[src/rtl/gmii_rx_parse.sv]
// gmii_rx_parse: receive-side GMII frame parser for the HDMI-over-Ethernet link.
// Strips Ethernet/IPv4/UDP headers and filters on destination MAC and UDP port.
// Splits the payload into a pixel write stream and an audio/aux write stream.
// Issues a one-cycle good/bad verdict per accepted frame.
// Optional build macro: GMII_RX_CRC_EN turns on CRC-32 FCS checking.
// Without it, FCS bytes are skipped and no CRC logic exists.
module gmii_rx_parse #(
  parameter logic [47:0] my_mac    = 48'h002345678902,
  parameter logic [15:0] udp_port  = 16'h3039,
  parameter logic [10:0] pix_bytes = 11'd1200,
  parameter logic [5:0]  aux_bytes = 6'd32
) (
  input  logic        rx_clk,
  input  logic        sys_rst_n,
  input  logic        rx_dv,
  input  logic        rx_er,
  input  logic [7:0]  rxd,
  output logic        vid_wr_en,
  output logic [7:0]  vid_data,
  output logic [10:0] vid_idx,
  output logic [15:0] vid_line,
  output logic        aux_wr_en,
  output logic [7:0]  aux_data,
  output logic [1:0]  pkt_type,
  output logic        frame_ok,
  output logic        frame_err
);

  typedef enum logic [3:0] {
    S_IDLE, S_PRE, S_ETH, S_IPH, S_UDPH, S_PID, S_RESOL,
    S_PIX, S_AUXID, S_AUX, S_FCS, S_DRAIN
  } state_t;

  localparam logic [10:0] PIX_LAST = pix_bytes - 11'd1;
  localparam logic [10:0] AUX_LAST = {5'd0, aux_bytes} - 11'd1;

  state_t      state_q;
  logic [10:0] cnt_q;
  logic [3:0]  left_q;
  logic [7:0]  hdr0_q;
  logic        bad_q;

  logic        vid_wr_en_q;
  logic [7:0]  vid_data_q;
  logic [10:0] vid_idx_q;
  logic [15:0] vid_line_q;
  logic        aux_wr_en_q;
  logic [7:0]  aux_data_q;
  logic [1:0]  pkt_type_q;
  logic        frame_ok_q;
  logic        frame_err_q;

  logic [10:0] cnt_inc_d;
  logic        bad_d;
  logic [7:0]  mac_byte_d;
  logic        eth_ok_d;
  logic        iph_ok_d;
  logic        udph_ok_d;
  logic        in_frame_d;
  logic        in_payload_d;
  logic        crc_ok_d;

  assign vid_wr_en = vid_wr_en_q;
  assign vid_data  = vid_data_q;
  assign vid_idx   = vid_idx_q;
  assign vid_line  = vid_line_q;
  assign aux_wr_en = aux_wr_en_q;
  assign aux_data  = aux_data_q;
  assign pkt_type  = pkt_type_q;
  assign frame_ok  = frame_ok_q;
  assign frame_err = frame_err_q;

  // Shared helpers: counter increment, sticky error, state-range flags
  always_comb begin
    cnt_inc_d    = cnt_q + 11'd1;
    bad_d        = bad_q | rx_er;
    in_frame_d   = state_q inside {S_ETH, S_IPH, S_UDPH, S_PID, S_RESOL,
                                   S_PIX, S_AUXID, S_AUX, S_FCS};
    in_payload_d = state_q inside {S_PID, S_RESOL, S_PIX, S_AUXID, S_AUX, S_FCS};
  end

  // Destination MAC byte expected at the current ETH position (wire order, MSB first)
  always_comb begin
    case (cnt_q[2:0])
      3'd0:    mac_byte_d = my_mac[47:40];
      3'd1:    mac_byte_d = my_mac[39:32];
      3'd2:    mac_byte_d = my_mac[31:24];
      3'd3:    mac_byte_d = my_mac[23:16];
      3'd4:    mac_byte_d = my_mac[15:8];
      3'd5:    mac_byte_d = my_mac[7:0];
      default: mac_byte_d = 8'h00;
    endcase
  end

  // Per-byte header field checks; positions not listed are don't-care
  always_comb begin
    eth_ok_d = 1'b1;
    if (cnt_q < 11'd6)        eth_ok_d = (rxd == mac_byte_d);
    else if (cnt_q == 11'd12) eth_ok_d = (rxd == 8'h08);
    else if (cnt_q == 11'd13) eth_ok_d = (rxd == 8'h00);

    iph_ok_d = 1'b1;
    if (cnt_q == 11'd0)       iph_ok_d = (rxd == 8'h45);
    else if (cnt_q == 11'd9)  iph_ok_d = (rxd == 8'h11);

    udph_ok_d = 1'b1;
    if (cnt_q == 11'd2)       udph_ok_d = (rxd == udp_port[15:8]);
    else if (cnt_q == 11'd3)  udph_ok_d = (rxd == udp_port[7:0]);
  end

`ifdef GMII_RX_CRC_EN
  // Good-frame residue in MSB-first form; the reflected register is bit-reversed before comparing
  localparam logic [31:0] CRC_RESIDUE = 32'hC704DD7B;

  logic [31:0] crc_q;
  logic [31:0] crc_d;
  logic [31:0] crc_rev_d;

  function automatic logic [31:0] crc_byte(input logic [31:0] crc, input logic [7:0] data);
    logic [31:0] c;
    c = crc ^ {24'd0, data};
    for (int b = 0; b < 8; b++) begin
      c = c[0] ? ((c >> 1) ^ 32'hEDB88320) : (c >> 1);
    end
    return c;
  endfunction

  // Next CRC value with the byte currently on rxd folded in
  always_comb crc_d = crc_byte(crc_q, rxd);

  for (genvar gi = 0; gi < 32; gi++) begin : g_crc_rev
    assign crc_rev_d[gi] = crc_d[31-gi];
  end

  assign crc_ok_d = (crc_rev_d == CRC_RESIDUE);

  // CRC register: reseeded during preamble and advanced on every byte from dst MAC through FCS
  always_ff @(posedge rx_clk or negedge sys_rst_n) begin
    if (!sys_rst_n)               crc_q <= 32'hFFFFFFFF;
    else if (state_q == S_PRE)    crc_q <= 32'hFFFFFFFF;
    else if (rx_dv && in_frame_d) crc_q <= crc_d;
  end
`else
  assign crc_ok_d = 1'b1;
`endif

  // Parser FSM with registered stream outputs and verdict pulses
  always_ff @(posedge rx_clk or negedge sys_rst_n) begin
    if (!sys_rst_n) begin
      state_q     <= S_DRAIN;
      cnt_q       <= 11'd0;
      left_q      <= 4'd0;
      hdr0_q      <= 8'd0;
      bad_q       <= 1'b0;
      vid_wr_en_q <= 1'b0;
      vid_data_q  <= 8'd0;
      vid_idx_q   <= 11'd0;
      vid_line_q  <= 16'd0;
      aux_wr_en_q <= 1'b0;
      aux_data_q  <= 8'd0;
      pkt_type_q  <= 2'd0;
      frame_ok_q  <= 1'b0;
      frame_err_q <= 1'b0;
    end else begin
      vid_wr_en_q <= 1'b0;
      aux_wr_en_q <= 1'b0;
      frame_ok_q  <= 1'b0;
      frame_err_q <= 1'b0;
      if (rx_dv && in_frame_d) bad_q <= bad_d;

      if (!rx_dv && in_payload_d) begin
        // Truncated frame once the header was accepted
        frame_err_q <= 1'b1;
        state_q     <= S_IDLE;
      end else if (!rx_dv && state_q inside {S_PRE, S_ETH, S_IPH, S_UDPH}) begin
        // Dropped before acceptance: not our frame, stay silent
        state_q <= S_IDLE;
      end else begin
        case (state_q)
          S_IDLE: if (rx_dv && rxd == 8'h55) state_q <= S_PRE;
          S_PRE: begin
            if (rxd == 8'hD5) begin
              state_q <= S_ETH;
              cnt_q   <= 11'd0;
              bad_q   <= 1'b0;
            end else if (rxd != 8'h55) begin
              state_q <= S_DRAIN;
            end
          end
          S_ETH: begin
            if (!eth_ok_d)               state_q <= S_DRAIN;
            else if (cnt_q == 11'd13) begin
              state_q <= S_IPH;
              cnt_q   <= 11'd0;
            end else                     cnt_q <= cnt_inc_d;
          end
          S_IPH: begin
            if (!iph_ok_d)               state_q <= S_DRAIN;
            else if (cnt_q == 11'd19) begin
              state_q <= S_UDPH;
              cnt_q   <= 11'd0;
            end else                     cnt_q <= cnt_inc_d;
          end
          S_UDPH: begin
            if (!udph_ok_d)              state_q <= S_DRAIN;
            else if (cnt_q == 11'd7) begin
              state_q <= S_PID;
              cnt_q   <= 11'd0;
            end else                     cnt_q <= cnt_inc_d;
          end
          S_PID: begin
            cnt_q <= 11'd0;
            if (rxd == 8'd0 || rxd == 8'd2) begin
              pkt_type_q <= rxd[1:0];
              state_q    <= S_RESOL;
            end else if (rxd == 8'd1) begin
              pkt_type_q <= 2'd1;
              state_q    <= S_AUXID;
            end else begin
              frame_err_q <= 1'b1;
              state_q     <= S_DRAIN;
            end
          end
          S_RESOL: begin
            if (cnt_q == 11'd0) begin
              hdr0_q <= rxd;
              cnt_q  <= 11'd1;
            end else begin
              vid_line_q <= {hdr0_q, rxd};
              cnt_q      <= 11'd0;
              state_q    <= S_PIX;
            end
          end
          S_PIX: begin
            vid_wr_en_q <= 1'b1;
            vid_data_q  <= rxd;
            vid_idx_q   <= cnt_q;
            if (cnt_q == PIX_LAST) begin
              cnt_q   <= 11'd0;
              state_q <= (pkt_type_q == 2'd2) ? S_AUXID : S_FCS;
            end else begin
              cnt_q <= cnt_inc_d;
            end
          end
          S_AUXID: begin
            if (cnt_q == 11'd0) begin
              cnt_q <= 11'd1;
            end else begin
              left_q  <= rxd[7:4];
              cnt_q   <= 11'd0;
              state_q <= S_AUX;
            end
          end
          S_AUX: begin
            aux_wr_en_q <= 1'b1;
            aux_data_q  <= rxd;
            if (cnt_q == AUX_LAST) begin
              cnt_q   <= 11'd0;
              state_q <= (left_q <= 4'd1) ? S_FCS : S_AUXID;
            end else begin
              cnt_q <= cnt_inc_d;
            end
          end
          S_FCS: begin
            if (cnt_q == 11'd3) begin
              if (bad_d || !crc_ok_d) frame_err_q <= 1'b1;
              else                    frame_ok_q  <= 1'b1;
              cnt_q   <= 11'd0;
              state_q <= S_DRAIN;
            end else begin
              cnt_q <= cnt_inc_d;
            end
          end
          S_DRAIN: if (!rx_dv) state_q <= S_IDLE;
          default: state_q <= S_DRAIN;
        endcase
      end
    end
  end

endmodule

[config.mk]
export PLATFORM = sky130hd
export DESIGN_NAME = gmii_rx_parse
export DESIGN_NICKNAME = d
export VERILOG_FILES = /design/src/rtl/gmii_rx_parse.sv
export SDC_FILE = /design/constraint.sdc
export NUM_CORES = 1
export LEC_CHECK = 0
export BUFFER_PORTS_ARGS = -buffer_cell sky130_fd_sc_hd__clkbuf_2
export CAP_MARGIN = 10
export CORE_MARGIN = 1.5
export CORE_UTILIZATION = 60
export DETAILED_ROUTE_END_ITERATION = 10
export GPL_TIMING_DRIVEN = 0
export PLACE_DENSITY = 0.83
export SLEW_MARGIN = 25
export SYNTH_ARGS = -nofsm -noshare
export SYNTH_HDL_FRONTEND = slang
export SYNTH_SLANG_ARGS = --single-unit
export TNS_END_PERCENT = 1
[constraint.sdc]
create_clock -name rx_clk -period 7.7 [get_ports rx_clk]
set_clock_uncertainty 0.05 [all_clocks]
set_input_delay 1.155 -clock rx_clk [delete_from_list [all_inputs] [get_ports rx_clk]]
set_output_delay 1.155 -clock rx_clk [all_outputs]
set_load 0.05 [all_outputs]
## Word-level counts from Yosys, hierarchy flattened

Cells that the tools add are included.
Widths: inputs -> output; s select.

- $lt $le $gt $ge: 2
- Bitwise operators: 4
- $mul: 0
- Multiplexer cells: 67
- $add $sub $neg: 1
- Eq/ne operators: 52
- Reductions and logical operators: 23
- Div/mod/pow operators: 0
- Shift operators: 0

Operators by type and width:

| operator | count |
|---|---|
| $mux 11 | 10 |
| $pmux 11 s9 | 1 |
| $mux 4 | 18 |
| $pmux 4 s12 | 1 |
| $pmux 8 s5 | 1 |
| $eq 11x4->1 const B | 3 |
| $mux 1 | 30 |
| $eq 11x2->1 const B | 2 |
| $eq 11x5->1 const B | 2 |
| $reduce_bool 9->1 | 2 |
| $eq 4x3->1 const B | 4 |
| $eq 4x4->1 const B | 4 |
| $eq 8x6->1 const B | 2 |
| $eq 8x7->1 const B | 2 |
| $ne 4x4->1 const B | 4 |
| $reduce_and 4->1 | 4 |
| $ne 5x2->1 const B | 3 |
| $ne 4x1->1 const B | 3 |
| $add 11x1->11 const B | 1 |
| $eq 11x11->1 const B | 1 |
| $eq 11x3->1 const B | 1 |
| $logic_not 11->1 | 1 |
| $lt 11x3->1 const B | 1 |
| $reduce_and 11->1 | 1 |
| 32 further kinds | 47 |

- Memories kept: 0
- Latch bits: 0
- Bits of input ports: 12
- Register bits after elaboration: 77
- Memory bits (writable): 0
- Word-level logic and storage cells: 163
- Bits in read-only memories: 0
- Output and inout bits: 49

## Longest topological paths before layout

Gate-level depths: netlist of the first run.

- Depth after elaboration: 8
- Depth in mapped cells: 12
- Mapped depth without buffers: 9

## Least setup slack after synthesis of the first run

OpenSTA, ideal clock, no wires.

- Path kind: input-to-reg
- Start: input rxd[2]
- End: register state_q[2]
- Library setup time: 0.125 ns
- Slack: 4.564 ns
- Buffers on the path: 0
- Required time: 7.525 ns
- Arrival time: 2.961 ns
- Stages: 6
- Path through: or4_1 -> a2111o_1 -> o31ai_1 -> nand3_1 -> a21oi_2 -> mux2_2

- Cells in the longest elaborated chain, start to end: 8
- Elaborated cells on any way between the ends: 34
- Those cells by class: eq/ne (15); mux (15); reduce/logical (4)

RTL lines:

| what | RTL line | source |
|---|---|---|
| start, declared | 17 | `input logic [7:0] rxd,` |
| $logic_not 8->1 | 100, 213 |  |
| $mux 1 | 100 | `else if (cnt_q == 11'd13) eth_ok_d = (rxd == 8'h00);` |
| $mux 1 | 99 | `else if (cnt_q == 11'd12) eth_ok_d = (rxd == 8'h08);` |
| $mux 1 | 98 | `if (cnt_q < 11'd6) eth_ok_d = (rxd == mac_byte_d);` |
| $mux 4 | 191 | `if (!eth_ok_d) state_q <= S_DRAIN;` |
| $pmux 4 s12 | 179 | `case (state_q)` |
| $mux 4 | 175 | `end else if (!rx_dv && state_q inside {S_PRE, S_ETH, S_IPH, S_UDPH}) begin` |
| $mux 4 | 171 | `if (!rx_dv && in_payload_d) begin` |
| end signal, assigned | 240 | `state_q <= (pkt_type_q == 2'd2) ? S_AUXID : S_FCS;` |
| end signal, assigned | 259 | `state_q <= (left_q <= 4'd1) ? S_FCS : S_AUXID;` |
| end, declared | 37 | `state_t state_q;` |

Several ways; a longest one is shown, not always the timed one.
A chain may end at the register's enable or synchronous reset.

## Final worst setup path of the first run

- Start: input rxd[3]
- End: register cnt_q[5]

- Cells in the longest elaborated chain, start to end: 6
- Elaborated cells on any way between the ends: 20
- Those cells by class: eq/ne (11); mux (7); reduce/logical (2)

RTL lines:

| what | RTL line | source |
|---|---|---|
| $logic_not 8->1 | 100 |  |
| $mux 1 | 100 |  |
| $mux 1 | 99 |  |
| $mux 1 | 98 |  |
| $ne 2x2->1 (no line) | -- |  |
| $reduce_and 7->1 (no line) * | -- |  |
| end signal, assigned | 195 | `end else cnt_q <= cnt_inc_d;` |
| end signal, assigned | 202 | `end else cnt_q <= cnt_inc_d;` |
| end signal, assigned | 209 | `end else cnt_q <= cnt_inc_d;` |
| end, declared | 38 | `logic [10:0] cnt_q;` |

Every way passes the cells marked *; elsewhere a longest branch is shown, timed or not.

==> metrics.cfg, run 1 <==
[synthesis]
synthSimpleGateAreaFrac_pct=18.6
syn-num-nets=409
yosys_most_used_dff=dfrtp_1
synth_top_family_by_area=simple AND/OR/NAND/NOR gates
netlist_top_cells_area=dfrtp_1, mux2_2, nand2_1, nor2_1, dfstp_2
async_flop_share_pct=100
synth_xor_area_share_pct=0.858
synth-seq-area-share_pct=46.7
synth-compound-area-share_pct=14.7
synth_area_leader_cell=dfrtp_1
synth_mux_area_share_pct=13.5
yosysUniqueCellTypes=70
yosysWarnings=0
syn_inst=392
synth_edf_count=0
ys_ff_latch=76
synth_area_mm2=0.00408
synth_top_area_share_pct=44.8
yosys.area_share.adder_pct=1.53
avgSynthCellArea_um2=10.4

[sta]
setup_viol=0
fmax_ghz=0.298
rsz0062_at_grt=false
period_share_pct=43.5
finalMaxSlewViolations=0
fin_setup_tns_ns=0
hold_violations=0
slew_headroom_pct=42.9
finalWorstSetupSlack_ns=4.35
fin_hold_ws_ns=0.420
fin_crit_ns=3.35
tightest_slew_ns=0.845

[global_routing]
grt_max_degree=43
antenna_found_initial=0
grt_pass1_vias=3146
grt_pass1_wl_um=15800
grt_use_total_pct=27.9
gr-total-overflow=0

[hold_path]
hold_class=reg -> reg

[clocking]
cts.clk_slew.worst_paths_ns=0.08
cts_setup_buffers=0
cts_buffers=9
insertion_delay_ns=0.35
cts_hold_buf=0
cts.path.max_buffers=2
htreeDepth=3
root_buffer=clkbuf_8
clock-sinks=76
cts.repair.resized=0
cts_tree=built

[setup_path]
critPathLaunchType=input pin
reg2reg_slack_ns=4.44
cp.required_ns=7.89
crit_end=cnt_q[5]
crit_type=in -> reg
reg2reg_to=state_q[2]
end_kind=flip-flop
crit_arrival_ns=3.54
critPathMaxFanout=10
timing.rr.start=cnt_q[1]
crit_start=rxd[3]
reg2regPathDepth=8

[placement]
pre_cts_ws_ns=4.09
port_buffers=58
hpwlAfterDp_um=6810
place_area_mm2=0.00449
gp_congestion=0.922
dp_cells=528

[floorplan]
die_h_um=85.5
fp.dieW_um=85.5
core_mm2=0.00646
io-pin-count=61
fp.dieArea_mm2=0.00731
start_util_pct=63.2
rows=29

[flow_run]
drv_cap=0

[cells_and_area]
final_cell_area_mm2=0.00471
final_nets=479
final_cell_mix=dfrtp_1, clkbuf_2, mux2_2
final_common_cell=dfrtp_1
antennaDiodeCount=0
drive_gt1_share_pct=32.2
fillers=458
syn2layout_area_growth_pct=15.4
finalNonFillerCells=543
final_util_pct=72.9

[power_and_ir_drop]
p_leak_nw=2.27
cellPowerDensity_mw_per_mm2=370
ir_drop_v=0.000282
power_mw=1.74

[run_status]
violations=design-rule violations
outcome=finished with violations

[routing]
drt_drc_violations_left=4
vias_per_cell=6.34
vias=3440
wl_um=9740
post_drt_wl_per_cell_um=17.9
drtIter0Drc=246
antenna_left=0
firstDrtPassIters=8

area by class of cell:
| cell class | count | area (µm²) | share of cell area, % |
|---|---|---|---|
| Sequential cell | 76 | 1910 | 40.5 |
| Tap cell | 77 | 96.3 | 2.05 |
| Clock inverter | 6 | 87.6 | 1.86 |
| Timing Repair Buffer | 59 | 313 | 6.64 |
| Clock buffer | 9 | 124 | 2.63 |
| Multi-Input combinational cell | 277 | 2020 | 42.8 |
| Inverter | 12 | 45.0 | 0.956 |
| Buffer | 27 | 123 | 2.60 |
routing by layer:
metal / GRT usage [%] / share of wire (%) / vias to the layer above
li1: - / - / 1577
met1: 38.6 / 45 / 1699
met2: 43.1 / 47 / 140
met3: 6.03 / 5.6 / 24
met4: 11.0 / 2.5 / 0
met5: 0 / 0 / -
worst max-delay path, stage by stage:
cell and delay, ns:
clkbuf_2 0.10, clkbuf_1 0.27, or4b_1 0.52, o21ai_0 0.17, a2111o_1 0.25, o2111a_1 0.29
o211ai_4 0.14, nand2b_4 0.17, buf_6 0.13, o41ai_2 0.34
logic make-up after synthesis:
| logic type | Yosys count |
|---|---|
| buf+inv | 39 |
| mux | 49 |
| simple gates | 143 |
| flops | 76 |
| fa+ha+maj | 5 |
| compound gates | 76 |
| xor+xnor | 4 |
sequential cells by signal (all words and copies together), names as in the netlist:
register   cells
aux_data       8
aux_wr_en      1
bad_q          1
cnt_q         11
frame_err      1
frame_ok       1
hdr0_q         8
left_q         3
pkt_type       2
state_q        4
vid_data       8
vid_idx       11
vid_line      16
vid_wr_en      1
worst min path at each step:
stage / from / endpoint / cells past startpoint
after detailed placement: aux_data[1] / aux_data[1] / 2
final: bad_q / frame_ok / 1
after CTS: bad_q / frame_ok / 1
after global placement: bad_q / frame_ok / 1
after floorplan: bad_q / frame_ok / 1
after global routing: bad_q / frame_ok / 1
where the power goes:
part,internal (mW),switching [mW]
registers,0.493,0.0571
clock network,0.181,0.150
logic,0.276,0.585
synthesized netlist by cell type (all sizes together) (2+ instances only):
| cell type | n |
|---|---|
| a21boi | 2 |
| nand2b | 3 |
| o41ai | 3 |
| nor4 | 3 |
| or3 | 2 |
| and4b | 3 |
| o31ai | 10 |
| o21bai | 2 |
| a211o | 2 |
| buf | 9 |
| nor4b | 3 |
| nor3 | 8 |
| or2 | 2 |
| ha | 5 |
| a2111o | 2 |
| nand3 | 12 |
| dfrtp | 73 |
| clkbuf | 18 |
| inv | 10 |
| o211ai | 4 |
| or4 | 2 |
| a21oi | 11 |
| and3 | 6 |
| nor2b | 8 |
| a31oi | 4 |
| clkinv | 2 |
| xnor2 | 4 |
| o2111ai | 2 |
| mux2 | 49 |
| nand4 | 9 |
| and2 | 3 |
| nor2 | 26 |
| dfstp | 3 |
| a211oi | 3 |
| nand4b | 2 |
| nand2 | 47 |
| o21ai | 15 |
Note: power is estimated with default switching activity, not from simulation.
==> inputs of run 2 (changes only) <==
--- a/config.mk
+++ b/config.mk
@@ -8,10 +8,10 @@
 export BUFFER_PORTS_ARGS = -buffer_cell sky130_fd_sc_hd__clkbuf_2
 export CAP_MARGIN = 10
 export CORE_MARGIN = 1.5
-export CORE_UTILIZATION = 60
+export CORE_UTILIZATION = 57
 export DETAILED_ROUTE_END_ITERATION = 10
 export GPL_TIMING_DRIVEN = 0
-export PLACE_DENSITY = 0.83
+export PLACE_DENSITY = 0.8
 export SLEW_MARGIN = 25
 export SYNTH_ARGS = -nofsm -noshare
 export SYNTH_HDL_FRONTEND = slang
==> constraint.sdc (replaced) <==
create_clock -name rx_clk -period 3.1 [get_ports rx_clk]
set_clock_uncertainty 0.05 [all_clocks]
set_input_delay 0.465 -clock rx_clk [delete_from_list [all_inputs] [get_ports rx_clk]]
set_output_delay 0.465 -clock rx_clk [all_outputs]
set_load 0.05 [all_outputs]
==> metrics.cfg, run 2 (synthesis results as in run 1) <==
[run_status]
outcome=finished clean

[floorplan]
start_util_pct=59.4  ; -3.8 points
fp.dieArea_mm2=0.00768  ; +5.1%
fp.dieW_um=87.6  ; +2.5%
core_mm2=0.00687  ; +6.4%
die_h_um=87.6  ; +2.5%
rows=30  ; +3.4%
io-pin-count=61  ; unchanged

[routing]
drtIter0Drc=206  ; -16%
post_drt_wl_per_cell_um=18.2  ; +1.6%
met2WireLength_um=5080  ; +11%
vias_per_cell=5.95  ; -6.1%
m1WireLength_um=4620  ; +5.8%
drt_drc_violations_left=0  ; -4
antenna_left=0  ; unchanged
route.met3.wl_um=422  ; -23%
routed.top_layer=met4
firstDrtPassIters=4  ; -4
vias=3356  ; -2.4%
wl_um=10300  ; +5.5%

[sta]
tightest_slew_ns=0.801  ; -0.0434 ns
period_share_pct=98.4
hold_violations=0  ; unchanged
fin_setup_tns_ns=0  ; unchanged
fin_crit_ns=3.05
finalWorstSetupSlack_ns=0.0501  ; -4.30 ns
rsz0062_at_grt=true
finalMaxSlewViolations=0  ; unchanged
fin_hold_ws_ns=0.0187  ; -0.402 ns
fmax_ghz=0.328
setup_viol=0  ; unchanged
slew_headroom_pct=45.8  ; +2.9 points

[hold_path]
hold_class=in -> async

[clocking]
clock-sinks=76  ; unchanged
cts_hold_buf=0  ; unchanged
cts_buffers=9  ; unchanged
insertion_delay_ns=0.36  ; about the same
htreeDepth=3  ; unchanged
cts_tree=built
cts.path.max_buffers=2  ; unchanged
root_buffer=clkbuf_8
cts.clk_slew.worst_paths_ns=0.09  ; about the same

[placement]
hpwlAfterDp_um=7230  ; +6.2%
pre_cts_ws_ns=-0.0903  ; -4.18 ns
gp_congestion=0.956  ; +3.7%
port_buffers=58  ; unchanged

[cells_and_area]
largest_reg_flops=16  ; unchanged
final_util_pct=69.9  ; -3.0 points
final_nets=480  ; +0.21%
multi_input_area_mm2=0.00204  ; +1.1%
syn2layout_area_growth_pct=17.7
drive_gt1_share_pct=34.2  ; +2.0 points
antennaDiodeCount=0  ; unchanged
fillers=536  ; +17%
final_common_cell=dfrtp_1
final_cell_mix=dfrtp_1, clkbuf_2, mux2_2
regArea_mm2=0.00191  ; +0.13%

[setup_path]
crit_chain=ha_2, ha_2, or4_1, a2111o_1, o31ai_2, nand3_1, a21oi_4, mux2_4
crit_arrival_ns=3.24  ; -0.30 ns
cp_slowest_stage_delay_ns=0.49  ; -0.03 ns
critPathMaxFanout=9  ; -1
path_common_cell=ha_2
slowest_stage=dfrtp_2
critical_path.top_delay_family=compound AO/OA/AOI/OAI gates
critPathLaunchType=flip-flop
end_kind=flip-flop
critPathBufInv=0  ; -3
cp.required_ns=3.29  ; -4.60 ns
crit_type=reg -> reg

[flow_run]
drv_cap=0  ; unchanged

[global_routing]
grt_use_total_pct=28.0  ; +0.078 points
grt_max_degree=48  ; +12%
gr-total-overflow=0  ; unchanged
antenna_found_initial=0  ; unchanged
grt_pass1_wl_um=16400  ; +3.8%
grt_pass1_vias=3212  ; +2.1%

[power_and_ir_drop]
p_leak_nw=2.29  ; +0.77%
ir_drop_v=0.000528  ; +87%
cellPowerDensity_mw_per_mm2=932  ; +150%

==> run 2: changes by cell type in the layout (fill, tap and decap cells not counted), moves of 2 or more <==
cell and delta:
clkbuf_2 +3, clkbuf_1 -2, clkinv_2 -2, clkinvlp_4 +2, dfrtp_1 -2, dfrtp_2 +2
ha_1 -2, ha_2 +2, o21ai_0 -2, o21ai_1 +2
==> run 2: area by class of cell <==
cell class | instances | share of cell area [%]
Tap cell | 96 | 2.50
Clock inverter | 6 | 1.98
Buffer | 27 | 2.76
Clock buffer | 10 | 2.86
Inverter | 12 | 0.937
Timing Repair Buffer | 60 | 6.82
Multi-Input combinational cell | 277 | 42.4
Sequential cell | 76 | 39.7
==> run 2: worst register-to-register path: cells and delay by family, from the launching register on <==
family / cells / cell delay, ns
AND/OR/NAND/NOR: 2 / 0.66
multiplexers: 1 / 0.33
AO/OA/AOI/OAI: 3 / 0.95
adder cells (fa/ha/maj): 2 / 0.46
flip-flops: 1 / 0.49
==> run 2: metrics by stage <==
step	std cells	power (mW)	cell area, µm²
2_1_floorplan	392	2.99	4080
3_3_place_gp	546	3.46	4490
3_5_place_dp	547	3.51	4520
4_1_cts	564	4.42	4790
5_1_grt	564	4.70	4800
6_report	564	4.48	4800
==> run 2: layer usage <==
layer / up-vias / GRT usage, %
met2: 94 / 44.2
li1: 1568 / -
met5: - / 0
met1: 1681 / 39.6
met4: 0 / 9.67
met3: 13 / 4.05
==> run 2: worst paths after layout <==
kind | end | cells past startpoint | startpoint | slack (ns)
setup / recovery | state_q[2] | 8 | cnt_q[1] | 0.05
hold / removal | cnt_q[8] | 1 | sys_rst_n | 0.02
setup reg to reg | state_q[2] | 8 | cnt_q[1] | 0.05
hold reg to reg | aux_data[1] | 2 | aux_data[1] | 0.43
max in group asynchronous | state_q[0] | 2 | sys_rst_n | 2.38
min in group rx_clk | frame_ok | 2 | rx_er | 0.25
==> run 2: power by group <==
group | internal [mW] | total [mW] | switching (mW)
registers | 1.23 | 1.38 | 0.151
logic | 0.716 | 2.21 | 1.50
clock network | 0.484 | 0.884 | 0.400
==> run 2: timing repair <==
| item | CTS | global route |
|---|---|---|
| gates resized for setup | 8 | 8 |
| pin swaps | 4 | 2 |
| endpoints found under the setup margin | 6 | 16 |
| setup buffers | 1 | 0 |
==> inputs of run 3 (changes only) <==
--- a/config.mk
+++ b/config.mk
@@ -5,6 +5,7 @@
 export SDC_FILE = /design/constraint.sdc
 export NUM_CORES = 1
 export LEC_CHECK = 0
+export ABC_AREA = 1
 export BUFFER_PORTS_ARGS = -buffer_cell sky130_fd_sc_hd__clkbuf_2
 export CAP_MARGIN = 10
 export CORE_MARGIN = 1.5
==> metrics.cfg, run 3 <==
[floorplan]
fp.dieArea_mm2=0.00781  ; +1.7%
io-pin-count=61  ; unchanged
rows=30  ; unchanged
core_mm2=0.00691  ; +0.55%
die_h_um=88.4  ; +0.87%
fp.dieW_um=88.4  ; +0.87%
start_util_pct=60.2  ; +0.75 points

[global_routing]
grt-busiest-layer=met2
gr-total-overflow=0  ; unchanged
grt_max_degree=52  ; +8.3%
use_met2_pct=46.1  ; +2.0 points
grt_pass1_vias=3582  ; +12%
use_met3_pct=5.32  ; +1.3 points
use_met1_pct=38.2  ; -1.4 points
antenna_found_initial=0  ; unchanged
grt_use_total_pct=28.3  ; +0.32 points
grt_pass1_wl_um=17000  ; +3.2%

[clocking]
cts.path.max_buffers=2  ; unchanged
cts_tree=built
cts.repair.resized=0  ; -8
cts_buffers=9  ; unchanged
cts_setup_buffers=0  ; -1
cts_hold_buf=1  ; +1
insertion_delay_ns=0.35  ; about the same
cts.clk_slew.worst_paths_ns=0.09  ; about the same
htreeDepth=3  ; unchanged
root_buffer=clkbuf_8
clock-sinks=76  ; unchanged

[synthesis]
synth.most_common_cell=nand2_1
async_flop_share_pct=100  ; unchanged
synth_top_area_share_pct=44.0  ; -0.80 points
syn-num-nets=560  ; +37%
synthTopCellsByCount=nand2_1, dfrtp_1, nor2_1, o21ai_0, inv_1
yosysWarnings=0  ; unchanged
synth_area_leader_cell=dfrtp_1
avgSynthCellArea_um2=7.65  ; -27%
ys_ff_latch=76  ; unchanged
netlist_top_cells_area=dfrtp_1, nand2_1, o21ai_0, nor2_1, nand3_1
syn_inst=543  ; +39%
synth-seq-area-share_pct=45.9  ; -0.83 points
yosysUniqueCellTypes=36  ; -49%
synth_area_mm2=0.00416  ; +1.8%
synth_edf_count=0  ; unchanged
yosys_most_used_dff=dfrtp_1

[power_and_ir_drop]
power_mw=4.21  ; -6.0%
p_leak_nw=2.46  ; +7.5%
cellPowerDensity_mw_per_mm2=872  ; -6.4%
ir_drop_v=0.000475  ; -10%

[cells_and_area]
final_cell_area_mm2=0.00482  ; +0.39%
regArea_mm2=0.00191  ; -0.13%
finalNonFillerCells=717  ; +27%
fillers=597  ; +11%
syn2layout_area_growth_pct=16.1
final_common_cell=nand2_1
final_util_pct=69.8  ; -0.11 points
final_cell_mix=nand2_1, dfrtp_1, clkbuf_2
multi_input_area_mm2=0.00197  ; -3.3%
antennaDiodeCount=0  ; unchanged
drive_gt1_share_pct=21.9  ; -12 points
largest_reg_flops=16  ; unchanged
final_nets=633  ; +32%

[setup_path]
crit_type=reg -> reg
critPathMaxFanout=10  ; +1
critPathLaunchType=flip-flop
cp.required_ns=3.29  ; about the same
crit_arrival_ns=2.76  ; -0.48 ns
end_kind=flip-flop

[placement]
dp_cells=700  ; +28%
pre_cts_ws_ns=0.582  ; +0.672 ns
hpwlAfterDp_um=7840  ; +8.4%
place_area_mm2=0.00461  ; +1.9%
port_buffers=60  ; +3.4%
gp_congestion=0.913  ; -4.5%

[routing]
firstDrtPassIters=5  ; +1
vias=4003  ; +19%
vias_per_cell=5.58  ; -6.2%
drt_drc_violations_left=0  ; unchanged
wl_um=10600  ; +2.7%
antenna_left=0  ; unchanged
drtIter0Drc=340  ; +65%
post_drt_wl_per_cell_um=14.7  ; -19%

[sta]
period_share_pct=82.9  ; -15 points
setup_viol=0  ; unchanged
fin_crit_ns=2.57  ; -0.479 ns
rsz0062_at_grt=false
fmax_ghz=0.389  ; +19%
fin_setup_tns_ns=0  ; unchanged
slew_headroom_pct=72.1  ; +26 points
hold_violations=0  ; unchanged
tightest_slew_ns=0.417  ; -0.384 ns
finalWorstSetupSlack_ns=0.529  ; +0.479 ns
finalMaxSlewViolations=0  ; unchanged
fin_hold_ws_ns=0.243  ; +0.225 ns

[flow_run]
drv_cap=0  ; unchanged

[hold_path]
hold_class=in -> reg

[run_status]
outcome=finished clean

==> run 3: layout make-up <==
cell class,instances,area share [%]
Multi-Input combinational cell,401,40.9
Sequential cell,76,39.5
Timing Repair Buffer,62,7.06
Inverter,53,4.18
Clock buffer,10,2.85
Tap cell,96,2.49
Buffer,13,1.58
Clock inverter,6,1.45
==> run 3: path summary, 6_finish.rpt <==
kind	slack, ns	startpoint	end	depth (start not counted)
worst max-delay path	0.53	cnt_q[0]	cnt_q[4]	14
worst min-delay path	0.24	rx_er	frame_ok	2
worst max register to register	0.53	cnt_q[0]	cnt_q[4]	14
worst min register to register	0.42	bad_q	frame_ok	1
max in group asynchronous	1.83	sys_rst_n	state_q[3]	3
min in group asynchronous	0.55	sys_rst_n	aux_data[7]	2
==> run 3: cell families after synthesis <==
logic type | share of synthesized area, %
AND/OR/NAND/NOR | 31.9
XOR/XNOR | 0.211
multiplexers | 2.17
adder cells (fa/ha/maj) | 1.51
buffers and inverters | 6.68
flip-flops | 45.9
AO/OA/AOI/OAI | 11.7
==> run 3: critical path: stages (launching register included) <==
cell and delay (ns):
dfrtp_1 0.38, clkbuf_1 0.35, inv_1 0.16, ha_1 0.28
nand2_1 0.13, nand2_1 0.06, nor2_1 0.13, nor2_1 0.06
nor2_1 0.11, nand3_1 0.12, nand3_2 0.12, nand3_2 0.15
buf_4 0.22, nand2_1 0.07, o21ai_1 0.07
==> run 3: metal layers <==
layer,vias to the layer above,part of all wire (%)
li1,1920,-
met1,1899,44
met2,162,47
met3,22,6.5
met4,0,1.8
met5,-,0
==> run 3: power breakdown <==
part	internal (mW)	leakage [nW]	switching [mW]
logic	0.533	1.34	1.47
clock network	0.399	0.0955	0.403
registers	1.24	1.02	0.152
